--- config.mk ---
export PLATFORM = sky130hd
export DESIGN_NAME = button_conditioner_flat
export DESIGN_NICKNAME = d
export VERILOG_FILES = /design/src/rtl/button_conditioner_pkg.sv /design/src/rtl/button_conditioner_if.sv /design/src/rtl/button_conditioner_debounce_channel.sv /design/src/rtl/button_conditioner.sv /design/src/flat_wrapper.sv
export SDC_FILE = /design/constraint.sdc
export NUM_CORES = 1
export LEC_CHECK = 0
export ABC_AREA = 1
export BUFFER_PORTS_ARGS = -buffer_cell sky130_fd_sc_hd__clkbuf_2
export CELL_PAD_IN_SITES_DETAIL_PLACEMENT = 0
export CELL_PAD_IN_SITES_GLOBAL_PLACEMENT = 2
export CORE_UTILIZATION = 32
export DETAILED_ROUTE_END_ITERATION = 8
export PLACE_DENSITY_LB_ADDON = 0.15
export SLEW_MARGIN = 20
export SYNTH_ARGS = -nofsm -noshare
export SYNTH_HDL_FRONTEND = slang
export SYNTH_SLANG_ARGS = --single-unit
--- constraint.sdc ---
create_clock -name clk -period 1.6 [get_ports clk]
set_input_delay 0.16 -clock clk [delete_from_list [all_inputs] [get_ports clk]]
set_output_delay 0.16 -clock clk [all_outputs]
set_load 0.05 [all_outputs]
--- src/rtl/button_conditioner_pkg.sv ---
// -----------------------------------------------------------------------------
// button_conditioner_pkg
// Shared definitions for the push-button conditioning path:
//   - default channel count and the {U,D,L,R} bit positions;
//   - default debounce length (10 ms at 100 MHz) and counter width;
//   - small edge-detect helpers used by every debounce channel.
// Optional feature macro used by this slice: BTN_RELEASE_PULSE_EN.
// -----------------------------------------------------------------------------
package button_conditioner_pkg;

    localparam int NUM_BTNS_DEF        = 4;
    localparam int BTN_U               = 3;
    localparam int BTN_D               = 2;
    localparam int BTN_L               = 1;
    localparam int BTN_R               = 0;
    localparam int DEBOUNCE_CYCLES_DEF = 1000000;
    localparam int CNT_BITS_DEF        = 20;

    // True when a debounced level goes from 0 to 1 across one edge.
    function automatic logic is_rise(input logic cur, input logic nxt);
        return (~cur) & nxt;
    endfunction

    // True when a debounced level goes from 1 to 0 across one edge.
    function automatic logic is_fall(input logic cur, input logic nxt);
        return cur & (~nxt);
    endfunction

endpackage

--- src/rtl/button_conditioner_if.sv ---
// -----------------------------------------------------------------------------
// button_conditioner_if
// Bundles the button-side signals of the conditioner.
//   btn_raw     : raw asynchronous button levels (driven by master)
//   btn_level   : debounced levels (driven by slave)
//   btn_press   : one-cycle pulse per accepted press (driven by slave)
//   any_press   : OR of btn_press, same cycle (driven by slave)
//   btn_release : one-cycle pulse per accepted release, only when
//                 BTN_RELEASE_PULSE_EN is defined
// Modports: master = pins/consumer side, slave = conditioner side.
// -----------------------------------------------------------------------------
interface button_conditioner_if
    import button_conditioner_pkg::*;
#(
    parameter int NUM_BTNS = NUM_BTNS_DEF
);

    logic [NUM_BTNS-1:0] btn_raw;
    logic [NUM_BTNS-1:0] btn_level;
    logic [NUM_BTNS-1:0] btn_press;
    logic                any_press;
`ifdef BTN_RELEASE_PULSE_EN
    logic [NUM_BTNS-1:0] btn_release;

    modport master (output btn_raw, input btn_level, btn_press, any_press, btn_release);
    modport slave  (input btn_raw, output btn_level, btn_press, any_press, btn_release);
`else
    modport master (output btn_raw, input btn_level, btn_press, any_press);
    modport slave  (input btn_raw, output btn_level, btn_press, any_press);
`endif

endinterface

--- src/rtl/button_conditioner_debounce_channel.sv ---
// -----------------------------------------------------------------------------
// button_conditioner_debounce_channel
// One button: two-flop synchroniser, stability counter, edge pulses.
// A level change is accepted only after DEBOUNCE_CYCLES consecutive
// synchronised samples disagree with the current debounced level; any
// agreeing sample restarts the count.
// Ports:
//   clk, reset_n  : clock, synchronous active-low reset
//   raw           : asynchronous raw button input
//   level         : registered debounced level
//   press         : registered one-cycle pulse on accepted 0->1
//   press_next    : combinational value press takes at the next edge
//   rel_pulse     : registered one-cycle pulse on accepted 1->0
//                   (only with BTN_RELEASE_PULSE_EN)
// -----------------------------------------------------------------------------
module button_conditioner_debounce_channel
    import button_conditioner_pkg::*;
#(
    parameter int DEBOUNCE_CYCLES = DEBOUNCE_CYCLES_DEF,
    parameter int CNT_BITS        = CNT_BITS_DEF
) (
    input  logic clk,
    input  logic reset_n,
    input  logic raw,
    output logic level,
    output logic press,
    output logic press_next
`ifdef BTN_RELEASE_PULSE_EN
    ,
    output logic rel_pulse
`endif
);

    localparam logic [CNT_BITS-1:0] CNT_LAST = CNT_BITS'(DEBOUNCE_CYCLES - 32'd1);
    localparam logic [CNT_BITS-1:0] CNT_ONE  = CNT_BITS'(1'b1);

    logic                s1_r;
    logic                s2_r;
    logic                level_r;
    logic                press_r;
    logic                release_r;
    logic [CNT_BITS-1:0] cnt_r;

    logic                mismatch_s;
    logic                accept_s;
    logic                level_next_s;
    logic                press_next_s;
    logic                release_next_s;
    logic [CNT_BITS-1:0] cnt_next_s;

    // Next-state for the stability counter, debounced level and edge pulses.
    always_comb begin
        mismatch_s     = s2_r ^ level_r;
        accept_s       = mismatch_s & (cnt_r == CNT_LAST);
        cnt_next_s     = {CNT_BITS{1'b0}};
        level_next_s   = level_r;
        if (accept_s) begin
            level_next_s = s2_r;
            cnt_next_s   = {CNT_BITS{1'b0}};
        end else if (mismatch_s) begin
            // Cannot wrap: reaching CNT_LAST while mismatched means accept.
            cnt_next_s   = cnt_r + CNT_ONE;
        end else begin
            cnt_next_s   = {CNT_BITS{1'b0}};
        end
        press_next_s   = is_rise(level_r, level_next_s);
        release_next_s = is_fall(level_r, level_next_s);
    end

    // Synchroniser, counter, level and pulse registers.
    always_ff @(posedge clk) begin
        if (!reset_n) begin
            s1_r      <= 1'b0;
            s2_r      <= 1'b0;
            cnt_r     <= {CNT_BITS{1'b0}};
            level_r   <= 1'b0;
            press_r   <= 1'b0;
            release_r <= 1'b0;
        end else begin
            s1_r      <= raw;
            s2_r      <= s1_r;
            cnt_r     <= cnt_next_s;
            level_r   <= level_next_s;
            press_r   <= press_next_s;
            release_r <= release_next_s;
        end
    end

    assign level      = level_r;
    assign press      = press_r;
    assign press_next = press_next_s;
`ifdef BTN_RELEASE_PULSE_EN
    assign rel_pulse  = release_r;
`else
    // Release edges still move level; the pulse simply has no consumer.
    logic unused_release_s;
    assign unused_release_s = release_r;
`endif

endmodule

--- src/rtl/button_conditioner.sv ---
// -----------------------------------------------------------------------------
// button_conditioner
// Conditions NUM_BTNS raw push-buttons ({U,D,L,R} = [3:0]) for the
// collision / state-generation logic: one debounce channel per button plus a
// registered any_press that is high in the same cycle as any btn_press bit.
// Ports:
//   clk      : system clock
//   reset_n  : synchronous active-low reset
//   bus      : button_conditioner_if.slave (btn_raw in; btn_level,
//              btn_press, any_press and optional btn_release out)
// Optional feature: BTN_RELEASE_PULSE_EN adds btn_release pulses.
// -----------------------------------------------------------------------------
module button_conditioner
    import button_conditioner_pkg::*;
#(
    parameter int NUM_BTNS        = NUM_BTNS_DEF,
    parameter int DEBOUNCE_CYCLES = DEBOUNCE_CYCLES_DEF,
    parameter int CNT_BITS        = CNT_BITS_DEF
) (
    input  logic                 clk,
    input  logic                 reset_n,
    button_conditioner_if.slave  bus
);

    logic [NUM_BTNS-1:0] level_s;
    logic [NUM_BTNS-1:0] press_s;
    logic [NUM_BTNS-1:0] press_next_s;
`ifdef BTN_RELEASE_PULSE_EN
    logic [NUM_BTNS-1:0] release_s;
`endif
    logic                any_press_r;

    for (genvar i = 0; i < NUM_BTNS; i++) begin : g_chan
        button_conditioner_debounce_channel #(
            .DEBOUNCE_CYCLES (DEBOUNCE_CYCLES),
            .CNT_BITS        (CNT_BITS)
        ) u_chan (
            .clk        (clk),
            .reset_n    (reset_n),
            .raw        (bus.btn_raw[i]),
            .level      (level_s[i]),
            .press      (press_s[i]),
            .press_next (press_next_s[i])
`ifdef BTN_RELEASE_PULSE_EN
            ,
            .rel_pulse  (release_s[i])
`endif
        );
    end

    // Registered OR built from the channels' next press values so it lines
    // up with btn_press in the same cycle.
    always_ff @(posedge clk) begin
        if (!reset_n) begin
            any_press_r <= 1'b0;
        end else begin
            any_press_r <= |press_next_s;
        end
    end

    assign bus.btn_level   = level_s;
    assign bus.btn_press   = press_s;
    assign bus.any_press   = any_press_r;
`ifdef BTN_RELEASE_PULSE_EN
    assign bus.btn_release = release_s;
`endif

endmodule

--- src/flat_wrapper.sv ---
// flat-port wrapper written by rule: the top's interface ports become plain ports
module button_conditioner_flat import button_conditioner_pkg::*;
#(
    parameter int NUM_BTNS        = NUM_BTNS_DEF,
    parameter int DEBOUNCE_CYCLES = DEBOUNCE_CYCLES_DEF,
    parameter int CNT_BITS        = CNT_BITS_DEF
)
  (clk, reset_n, bus_btn_raw, bus_btn_level, bus_btn_press, bus_any_press);
  button_conditioner_if #(.NUM_BTNS(NUM_BTNS)) bus_i ();
  input  logic clk;
  input  logic reset_n;
  input wire logic [$bits(bus_i.btn_raw)-1:0] bus_btn_raw;
  output wire logic [$bits(bus_i.btn_level)-1:0] bus_btn_level;
  output wire logic [$bits(bus_i.btn_press)-1:0] bus_btn_press;
  output wire logic [$bits(bus_i.any_press)-1:0] bus_any_press;
  assign bus_i.btn_raw = bus_btn_raw;
  assign bus_btn_level = bus_i.btn_level;
  assign bus_btn_press = bus_i.btn_press;
  assign bus_any_press = bus_i.any_press;
  button_conditioner #(.NUM_BTNS(NUM_BTNS), .DEBOUNCE_CYCLES(DEBOUNCE_CYCLES), .CNT_BITS(CNT_BITS)) u_core (.clk(clk), .reset_n(reset_n), .bus(bus_i));
endmodule
[Word-level counts from Yosys, hierarchy flattened]
Cells that the tools add are included.
Word-level totals
  flip-flop bits (word level): 97
  latch bits: 0
  bits in writable memories: 0
  bits in read-only memories: 0
  input port bits: 6
  output and inout port bits: 9
  logic and storage cells: 59
  memories kept: 0
Cells by class
  add/sub/neg operators: 4
  multipliers: 0
  divide/modulo/power cells: 0
  order comparisons: 0
  equality and inequality tests: 4
  shift-type cells: 0
  mux-type cells: 4
  bitwise gates (word level): 21
  reduce and logical (&&, ||, !) cells: 5
Operators with widths (number)
  20-bit by 1-bit adder with 20-bit output, second input constant: 4
  20-bit equality test, second input constant: 4
  3-bit OR reduction: 4
  1-bit NOT: 9
  1-bit bitwise AND: 8
  1-bit 2-to-1 mux: 4
  4-bit OR reduction: 1
  1-bit XOR: 4

[Depth between registers and ports, before layout]
  word-level depth: 5
  mapped depth: 11
  mapped depth without buffers: 11

[Hierarchy]
Synthesis repeated with hierarchy kept, for this count alone.
Unflattened totals
  cells, all modules: 693
  area total of the unflattened synthesis: 4760.8 µm²
By module, submodules not included
  button_conditioner_debounce_channel: instances 4, cells an instance 172, area each 1181.1 µm², sequential area each 480.5 µm²
  button_conditioner: instances 1, cells an instance 5, area each 36.3 µm², sequential area each 20.0 µm²

[Worst setup path after synthesis]
No wires, ideal clock.
  kind: register -> register
  start: register u_core.g_chan[3].u_chan.cnt_r[0]
  end: register u_core.g_chan[3].u_chan.cnt_r[12]
  data arrival time: 1.327 ns
  required time: 1.474 ns
  slack: 0.147 ns
  cell stages (with the launch flop): 10
  buffers on the path: 1
  cells stage by stage: dfxtp_1 > ha_1 > nand2_2 > nor2_2 > inv_2 > nor2_1 > nand3b_1 > nand3_1 > buf_4 > nor3_1
Between the ends
  cells in the longest elaborated chain, start to end: 3
  elaborated cells between the ends (all ways): 4
  classes of those cells: 1 x add/sub; 1 x eq/ne; 1 x bitwise; 1 x reduce/logical
Ends and longest elaborated chain
  from (decl): RTL line button_conditioner_debounce_channel.sv:42  | logic [CNT_BITS-1:0] cnt_r;
  from (signal assigned): RTL line button_conditioner_debounce_channel.sv:75  | cnt_r <= {CNT_BITS{1'b0}};
  from (signal assigned): RTL line button_conditioner_debounce_channel.sv:82  | cnt_r <= cnt_next_s;
  parallel branches: the longest is 3 deep, another holds 20-bit by 1-bit adder with 20-bit output
Several ways; the timed one is not identified.
A chain may end at the register's enable or synchronous reset.

[Final worst setup path]
  start: register u_core.g_chan[1].u_chan.cnt_r[0]
  end: register u_core.g_chan[1].u_chan.cnt_r[14]
Between the ends
  cells in the longest elaborated chain, start to end: 3
  elaborated cells between the ends (all ways): 4
  classes of those cells: 1 x add/sub; 1 x eq/ne; 1 x bitwise; 1 x reduce/logical
Ends and longest elaborated chain (RTL line)
  from (decl): button_conditioner_debounce_channel.sv:42
  from (signal assigned): button_conditioner_debounce_channel.sv:75
  from (signal assigned): button_conditioner_debounce_channel.sv:82
  parallel branches: the longest is 3 deep, another holds 20-bit by 1-bit adder with 20-bit output
Several ways; the timed one is not identified.

==> flow_metrics.tcl <==
set metrics [dict create \
    criticalPathCategory "reg2reg" \
    async_flop_share 0 \
    syn_nets 693 \
    firstDrtPassIters 6 \
    fp.dieW_um 126 \
    totalWireLength_um 11000 \
    routed-via-count 4133 \
    hold_end "u_core.g_chan[0].u_chan.s1_r" \
    final_common_cell "nand2_1" \
    cts_tree "yes" \
    die_area_um2 15800 \
    switchingPower_mw 1.02 \
    place.detailed.hpwl_um 8320 \
    grt_first_pass_wirelength_um 19300 \
    final_nets 725 \
    period_share 0.919 \
    ff2ff_setup_slack_ns 0.13 \
    syn-cell-area_um2 4880 \
    synth_cells 683 \
    yosysWarnings 0 \
    worstSkewPairLatency_ns 0.35 \
    clk_pin_slew_ns 0.07 \
    clockRootBuffer "clkbuf_16" \
    synth_top_area_frac 0.398 \
    timing.fmax_mhz 680 \
    rows 44 \
    htree_levels 3 \
    seqPwrFrac 0.489 \
    power_density_nw_per_um2 874 \
    finalHoldViolCount 0 \
    endpoint_kind "flip-flop" \
    grt_max_degree 21 \
    synth.area.top_cells "dfxtp_1 40%, nand2_1 11%, nor2_1 8.4%" \
    grt_pass1_vias 4066 \
    drt_iter0_drc 241 \
    fin_crit_ns 1.47 \
    drv_slew 0 \
    tns_ns 0 \
    startpoint_type "flip-flop" \
    status "complete, but fails checks" \
    internal_power_mw 3.96 \
    failed_checks "design-rule violations" \
    mostFrequentLayoutCells "145 x nand2_1, 109 x nor2_1, 92 x dfxtp_1" \
    cts_buffer_depth 2 \
    drv_cap 0 \
    avgSynthCellArea_um2 7.15 \
    cts_buffers 9 \
    ant_nets 0 \
    critical_path.max_fanout 5 \
    drive_gt1_frac 0.167 \
    core_area_um2 14700 \
    synth_cell_types 39 \
    portBuffers 14 \
    wl_per_cell_um 12.2 \
    vias_per_cell 4.57 \
    synth_edf_count 0 \
    skew_ns 0.00875 \
    sw_frac_of_total 0.205 \
    hp-class "in2reg" \
    r2r_cells 10 \
    cts_sinks 97 \
    min_path_cells 3 \
    synth_seq_area_share 0.398 \
    ios 15 \
    required_ns 1.85 \
    p_total_mw 4.98 \
    finalSetupViolCount 0 \
    p_comb_frac 0.016 \
    place_congestion 0.769 \
    synth_largest_area_cell "dfxtp_1" \
    p_leak_nw 2.11 \
    relSlewSlack 0.792 \
    reg2reg_to "u_core.g_chan[1].u_chan.cnt_r[14]" \
    area_growth_pct 16.6 \
    worst_slew_pin_slew_ns 0.310 \
    ys_ff_latch 97 \
    min_from "bus_btn_raw[0]" \
    arrival_ns 1.72 \
    antenna_cells 0 \
    worstReg2RegStart "u_core.g_chan[1].u_chan.cnt_r[0]" \
    die_h_um 126 \
    ir_drop_uv 549 \
    drc 2 \
    power.share.clock 0.496 \
    synth_top_flop_cell "dfxtp_1" \
    antenna_found_initial 0 \
    floorplan.initialDensity 0.332 \
    track_usage 0.152 \
    grt_overflow 0 \
]
[worst max-delay path by stage]
stage	startpoint	end	slack, ns	depth (start not counted)
global route	u_core.g_chan[3].u_chan.cnt_r[1]	u_core.g_chan[3].u_chan.cnt_r[17]	-0.002	9
finish	u_core.g_chan[1].u_chan.cnt_r[0]	u_core.g_chan[1].u_chan.cnt_r[14]	0.13	10
detailed placement	u_core.g_chan[1].u_chan.cnt_r[0]	u_core.g_chan[1].u_chan.cnt_r[14]	-0.002	8
CTS	u_core.g_chan[1].u_chan.cnt_r[0]	u_core.g_chan[1].u_chan.cnt_r[14]	0.007	10
floorplan	u_core.g_chan[3].u_chan.cnt_r[0]	u_core.g_chan[3].u_chan.cnt_r[12]	0.15	9
global placement	u_core.g_chan[1].u_chan.cnt_r[0]	u_core.g_chan[1].u_chan.cnt_r[13]	0.04	8
[power by group through the flow]
stage | Sequential, mW | Clock (mW) | Combinational, mW
final | 2.43 | 2.47 | 0.0774
after global routing | 2.43 | 2.66 | 0.0869
after CTS | 2.43 | 2.55 | 0.0757
after detailed placement | 2.49 | 0 | 0.0686
after global placement | 2.49 | 0 | 0.0677
after floorplan | 2.49 | 0 | 0.0422
[layout make-up]
type                    count  area (µm²)
clock inverters             4        73.8
clock buffers              12         267
repair buffers             37         283
multi-input cells         479        2540
fillers                  1536        9010
inverters                  91         347
well taps                 184         230
flip-flops and latches     97        1950
[stage by stage]
| step | hold WS [ns] | cells | area, µm² | worst slack [ns] | utilization |
|---|---|---|---|---|---|
| finish | 0.0286 | 904 | 5690 | 0.130 | 0.387 |
| global route | 0.0225 | 904 | 5690 | -0.00164 | 0.387 |
| CTS | 0.00996 | 902 | 5600 | 0.00688 | 0.381 |
| detailed placement | 0.346 | 883 | 5220 | -0.00161 | 0.355 |
| global placement | 0.348 | 883 | 5220 | 0.0362 | 0.355 |
| floorplan | 0.258 | 683 | 4880 | 0.147 | - |
[what timing repair did]
action | in CTS | in global routing
setup endpoints to repair | 10 | 68
pin swaps | 0 | 3
hold buffers | 3 | 0
gates resized for setup | 2 | 20
setup buffers | 0 | 2
hold endpoints to repair | 3 | 0
[sequential cells by signal, summed over array words and instances (netlist names)]
register	cells
u_core.g_chan.u_chan.level	4
u_core.g_chan.u_chan.s2_r	4
u_core.g_chan.u_chan.cnt_r	80
u_core.bus.any_press	1
u_core.g_chan.u_chan.press	4
u_core.g_chan.u_chan.s1_r	4
[worst max-delay path, cell delays in order, from the launching register on]
cell and delay (ns):
dfxtp_2 0.38, ha_4 0.17, nand3_4 0.10, nor2_4 0.15, nand2_4 0.09, nor2_8 0.13, nand2_4 0.09, nor2_4 0.09
nand2_1 0.05, nand2_1 0.07, nor2_1 0.04
[cells in the mapped netlist (4+ instances only)]
cell type,number
nand4_1,22
nand3_1,39
buf_4,12
xnor2_1,6
ha_1,4
xor2_1,16
nor2_1,109
nand2_2,7
nand3b_1,8
nor2_4,6
inv_1,83
inv_2,8
o21ai_0,13
nand2_1,147
dfxtp_1,97
nor3_1,20
nor3_2,8
nor2_2,11
a21oi_1,34
[per-layer routing]
layer,global-route usage,wire [µm]
met5,0,0
met4,0.0495,148
met3,0.0381,296
met2,0.249,4980
met1,0.196,5590
[kinds of logic (layout without fill, tap and decap cells)]
logic type      Yosys count  in the layout  share of synthesized area
compound gates           54             54                     0.0612
xor+xnor                 22             22                     0.0395
fa+ha+maj                 4              4                     0.0102
buf+inv                 107            144                     0.0948
flops                    97             97                      0.398
simple gates            399            399                      0.397
Note: power is estimated with default switching activity, not from simulation.
